==> src/rtl/cmp_pkg.sv <==
// ============================================================================
//  Module      : cmp_pkg
//  Description : Shared types and constants for the 4-bit magnitude
//                comparator and the successive-approximation controller.
//  Revision    : 1.0 - initial release
// ============================================================================
`default_nettype none

package cmp_pkg;

  // Default operand width of the comparator loop
  localparam int DEFAULT_W = 4;

  // Search controller states
  typedef enum logic [1:0] {
    IDLE   = 2'd0,
    SEARCH = 2'd1,
    DONE   = 2'd2
  } state_t;

  // Comparator result encoding, packed as {eq, gt, lt}
  localparam logic [2:0] CODE_EQ = 3'b100;
  localparam logic [2:0] CODE_GT = 3'b010;
  localparam logic [2:0] CODE_LT = 3'b001;

endpackage

`default_nettype wire

==> src/rtl/sar_search4.sv <==
// ============================================================================
//  Module      : sar_search4
//  Description : Binary-search controller closing a loop around a
//                combinational magnitude comparator. Drives the comparator
//                y operand and converges on the unknown x operand in at most
//                W+1 compare cycles. Result and status are held until the
//                next accepted start.
//  Revision    : 1.0 - initial release
// ============================================================================
`default_nettype none

module sar_search4
  import cmp_pkg::*;
#(
  parameter int W = DEFAULT_W
) (
  input  logic         clk,
  input  logic         rst_n,
  input  logic         start,
  output logic [W-1:0] trial,
  input  logic         cmp_eq,
  input  logic         cmp_gt,
  input  logic         cmp_lt,
  output logic         busy,
  output logic         done,
  output logic         found,
  output logic         err,
  output logic [W-1:0] result
);

  // First candidate: midpoint of the full range, (2^W-1)>>1
  localparam logic [W-1:0] MID_INIT = {1'b0, {(W-1){1'b1}}};

  state_t       state;
  logic [W-1:0] lo;
  logic [W-1:0] hi;
  logic [2:0]   code;
  logic [W:0]   up_sum;
  logic [W:0]   dn_sum;

  // Comparator code and the two candidate midpoints (W+1 bits, no wrap)
  always_comb begin
    code   = {cmp_eq, cmp_gt, cmp_lt};
    up_sum = {1'b0, trial} + {{W{1'b0}}, 1'b1} + {1'b0, hi};
    dn_sum = {1'b0, lo} + {1'b0, trial} - {{W{1'b0}}, 1'b1};
  end

  // Search FSM with registered outputs; done is a single-cycle pulse in DONE
  always_ff @(posedge clk or negedge rst_n) begin
    if (!rst_n) begin
      state  <= IDLE;
      trial  <= '0;
      lo     <= '0;
      hi     <= '1;
      busy   <= 1'b0;
      done   <= 1'b0;
      found  <= 1'b0;
      err    <= 1'b0;
      result <= '0;
    end else begin
      done <= 1'b0;
      case (state)
        IDLE: begin
          if (start) begin
            lo    <= '0;
            hi    <= '1;
            trial <= MID_INIT;
            found <= 1'b0;
            err   <= 1'b0;
            busy  <= 1'b1;
            state <= SEARCH;
          end
        end

        SEARCH: begin
          case (code)
            CODE_EQ: begin
              result <= trial;
              found  <= 1'b1;
              busy   <= 1'b0;
              done   <= 1'b1;
              state  <= DONE;
            end
            CODE_GT: begin
              // x above the top of the remaining range means x moved
              if (trial == hi) begin
                err   <= 1'b1;
                busy  <= 1'b0;
                done  <= 1'b1;
                state <= DONE;
              end else begin
                lo    <= trial + {{(W-1){1'b0}}, 1'b1};
                trial <= up_sum[W:1];
              end
            end
            CODE_LT: begin
              // x below the bottom of the remaining range means x moved
              if (trial == lo) begin
                err   <= 1'b1;
                busy  <= 1'b0;
                done  <= 1'b1;
                state <= DONE;
              end else begin
                hi    <= trial - {{(W-1){1'b0}}, 1'b1};
                trial <= dn_sum[W:1];
              end
            end
            default: begin
              // Non one-hot comparator output cannot be trusted
              err   <= 1'b1;
              busy  <= 1'b0;
              done  <= 1'b1;
              state <= DONE;
            end
          endcase
        end

        DONE: begin
          state <= IDLE;
        end

        default: begin
          busy  <= 1'b0;
          state <= IDLE;
        end
      endcase
    end
  end

endmodule

`default_nettype wire

==> config.mk <==
export PLATFORM = sky130hd
export DESIGN_NAME = sar_search4
export DESIGN_NICKNAME = d
export VERILOG_FILES = /design/src/rtl/cmp_pkg.sv /design/src/rtl/sar_search4.sv
export SDC_FILE = /design/constraint.sdc
export NUM_CORES = 1
export LEC_CHECK = 0
export BUFFER_PORTS_ARGS = -buffer_cell sky130_fd_sc_hd__buf_4
export CAP_MARGIN = 40
export CORE_MARGIN = 10
export CORE_UTILIZATION = 57
export CTS_CLUSTER_DIAMETER = 80
export CTS_CLUSTER_SIZE = 24
export DETAILED_ROUTE_END_ITERATION = 10
export PLACE_DENSITY_LB_ADDON = 0.25
export SYNTH_ARGS = -nofsm -noshare
export SYNTH_HDL_FRONTEND = slang
export SYNTH_SLANG_ARGS = --single-unit
export TNS_END_PERCENT = 30
==> constraint.sdc <==
create_clock -name clk -period 2.5 [get_ports clk]
set_input_delay 0 -clock clk [delete_from_list [all_inputs] [get_ports clk]]
set_output_delay 0 -clock clk [all_outputs]
set_load 0.05 [all_outputs]
==> metrics.md <==
| Metric | Value |
|---|---|
| F_max | ~440 MHz |
| Crit path largest cell delay | 0.49 ns |
| DRT antenna net count | 0 |
| Number of H-tree levels | 1 |
| Post-synth ARST share | 100.0% |
| Routed wire per std cell | between 15 and 20 um |
| Gate Count Post-Synth | around 150 |
| Worst-Skew Late Latency | roughly 0.32 ns |
| RePlAce Congestion | a little over 0.9 |
| Max clock buf depth | 2 |
| Part of the power in registers | 29.4% |
| TritonCTS buffer count | 3 |
| Horiz. Die Dim | 70.27 um |
| Syn-to-layout area delta | 12.08% |
| DRC violations left | 0 |
| Pre-antenna DRT Iters | 4 |
| Power share of the clock group | under 10% |
| Most used cell, CP | inv_1 |
| Layout Skew | around 0.0087 ns |
| Synth warn | 0 |
| Most common cell after layout, fill and taps aside | inv_1 |
| Hold path startpoint | cmp_eq |
| I/O pin cnt | 18 |
| Sw frac | about half |
| Status | finished, final reports clean |
| Layout cell share with drive strength beyond 1 | ~20% |
| CTS tree | built |
| FF-to-FF Start | trial[1] |
| Slew margin rel. | between 70% and 80% |
| Ant. Diodes | 0 |
| Yosys cell types | 41 |
| Syn_nets | 170 |
| Critical Path RT | roughly 2.8 ns |
| Yosys reg bits | 22 |
| Number of flops mapped to enable cells by yosys | 0 |
| Part of the power in combinational logic | 62.1% |
| Final hold vios | 0 |
| Syn Area/Cell | around 9.7 um2 |
| Final Setup Violations | 0 |
| DPL Wire Length | between 2000 and 3000 um |
| RSZ-0062 raised after global routing | false |
| Global-route wire length before repair | roughly 5600 um |
| Worst Path Buf+Inv | 3 |
| Yosys top cell area share | between 30% and 40% |
| # fillers | about 200 |
| Hold WC Path Type | primary input to flop |
| Vias per std cell | about 5.9 |
| Setup TNS | 0 ns |
| RR Endpoint | trial[2] |
| Core Box Area | 0.002455 mm2 |
| Mapped Area | approximately 0.0014 mm2 |
| Most used flip-flop cell after synthesis | dfrtp_1 |
| IO buf count | 17 |
| Die area | 0.004937 mm2 |
| Grt total ovfl | 0 |
| Finished Layout Cells | 198 |
| Internal Dissipation | 0.001030 W |
| Worst-Margin Slew | 0.3862 ns |
| Hold Path Sink | busy |
| Nets | 190 |
| Vert. Die Dim | 70.27 um |
| Critical Path Start Type | flop |
| Placed instance count | 193 |
| Vias in the first global route | between 1,000 and 1,500 |
| Synth area leaders | dfrtp_1 (31%), ha_1 (11%), dfstp_2 (7.3%), inv_1 (5.2%), o22ai_1 (3.5%) |
| Delay-heaviest family, CP | adder cells |
| Worst IR Drop VDD | 0.0009460 V |
| 1st-iter DRT viols | 74 |
| Sequential area share after synthesis | 38.58% |
| Total routed wirelength | 3413 um |
| R2R cell count | 9 |
| NetSw | 0.001063 W |
| Crit path max-delay cell type | dfrtp_1 |
| Post-layout util | about 66% |
| Kind of critical path | flop to flop |
| R2R setup slack | ~0.24 ns |
| Hold Path Depth | 4 |
| Crit path time final | approximately 2.3 ns |
| Pwr/cell area | 1297 mW/mm2 |
| Lkg Pwr | between 0.7 and 0.8 nW |
| Largest net degree at the start of global routing | 23 |
| Final period util | about nine tenths |
| Clock Sinks | 22 |
| Worst-path clk slew | 0.13 ns |
| Row Count | 18 |
| Maxcap violations | 0 |
| Critical Path AT | ~2.5 ns |
| Starting density of the core | between 50% and 60% |
| Root buf cell | clkbuf_4 |
| Worst path cell trace | inv_1 -> ha_1 -> inv_1 -> ha_1 -> inv_1 -> fa_1 -> xnor2_1 -> nand2_1 -> a32oi_1 |
| Most frequent cells in the layout | inv_1 (20), dfrtp_1 (18), buf_4 (17) |
| Antenna violations before repair | 0 |
| Total track usage | about 14% |
| Leading area contributor after synthesis | dfrtp_1 |
| Final Max Tran Viols | 0 |
| Via count | 1,168 |
| Final Instance Area | 0.001614 mm2 |
| Worst Path Max Fanout | 6 |
| Critical Path End Type | flop |
| Placed Instance Area | roughly 0.0016 mm2 |
## layer usage
metal / global-route usage (%) / vias to the layer above / wire [um] / share of wire, %
li1: - / 556 / - / -
met1: 16.83 / 576 / 1463 / 43
met2: 21.66 / 29 / 1657 / 49
met3: 3.955 / 7 / 215 / 6.3
met4: 6.360 / 0 / 76 / 2.2
met5: 0 / - / 0 / 0
## what timing repair did
item	in CTS	in global routing
hold buffers	1	0
gates resized for setup	0	0
setup buffers	0	0
hold endpoints to repair	22	0
setup endpoints to repair	0	0
## worst min-delay path, delay by kind of cell
family,cells,cell delay [ns]
simple gates,2,0.11
buf+inv,1,0.12
compound gates,1,0.06
## logic make-up (layout without fill, tap and decap cells)
| group | count (synthesis) | after routing | share of synthesized area, % |
|---|---|---|---|
| buf+inv | 24 | 43 | 7.384 |
| simple gates | 45 | 45 | 19.29 |
| compound gates | 37 | 37 | 17.03 |
| flops | 22 | 22 | 38.57 |
| fa+ha+maj | 15 | 15 | 14.08 |
| xor+xnor | 6 | 6 | 3.649 |
## worst max-delay path by stage
stage               startpoint        to  slack (ns)  depth (start not counted)
finish                trial[1]  trial[2]        0.24                          9
global route          trial[1]  trial[2]        0.12                          9
CTS                   trial[1]  trial[2]        0.25                          9
detailed placement    trial[1]  trial[2]        0.27                          9
global placement      trial[1]  trial[2]        0.28                          9
floorplan             trial[1]  trial[2]        0.13                          9
## cell usage after synthesis, drive strengths merged (3+ instances only)
master	number
nand2	8
inv	21
o21ai	8
nor2	14
a21oi	4
o22ai	8
nor3	3
a22oi	5
xnor2	4
dfstp	4
ha	13
dfrtp	18
nand2b	6
## through the flow
| stage | hold WS (ns) | power (W) | setup WS (ns) |
|---|---|---|---|
| final | 0.01220 | 0.002093 | 0.2444 |
| after floorplan | -0.2956 | 0.001568 | 0.1263 |
| after global routing | 0.04210 | 0.002253 | 0.1162 |
| after CTS | 0.008346 | 0.002097 | 0.2506 |
| after detailed placement | -0.09393 | 0.001912 | 0.2742 |
| after global placement | -0.09897 | 0.001885 | 0.2815 |
## final cells by class
class / count / area [um2] / area share (%)
Clock buffer: 4 / 26.28 / 1.628
Multi-Input combinational cell: 103 / 778.2 / 48.22
Timing Repair Buffer: 18 / 137.6 / 8.527
Tap cell: 30 / 37.54 / 2.326
Sequential cell: 22 / 555.5 / 34.42
Inverter: 21 / 78.83 / 4.884
## state kept, by name (all words and copies together), names as in the netlist
signal / cells
busy: 1
done: 1
err: 1
found: 1
hi: 4
lo: 4
result: 4
state: 2
trial: 4
## power groups by stage
stage | Combinational [W] | Clock, W | Sequential (W)
global route | 0.00142 | 0.000194 | 0.000634
global placement | 0.00128 | 0 | 0.000609
finish | 0.00130 | 0.000178 | 0.000615
CTS | 0.00130 | 0.000182 | 0.000612
floorplan | 0.000713 | 0 | 0.000855
detailed placement | 0.00129 | 0 | 0.000618
(Power assumes the default switching activity.)
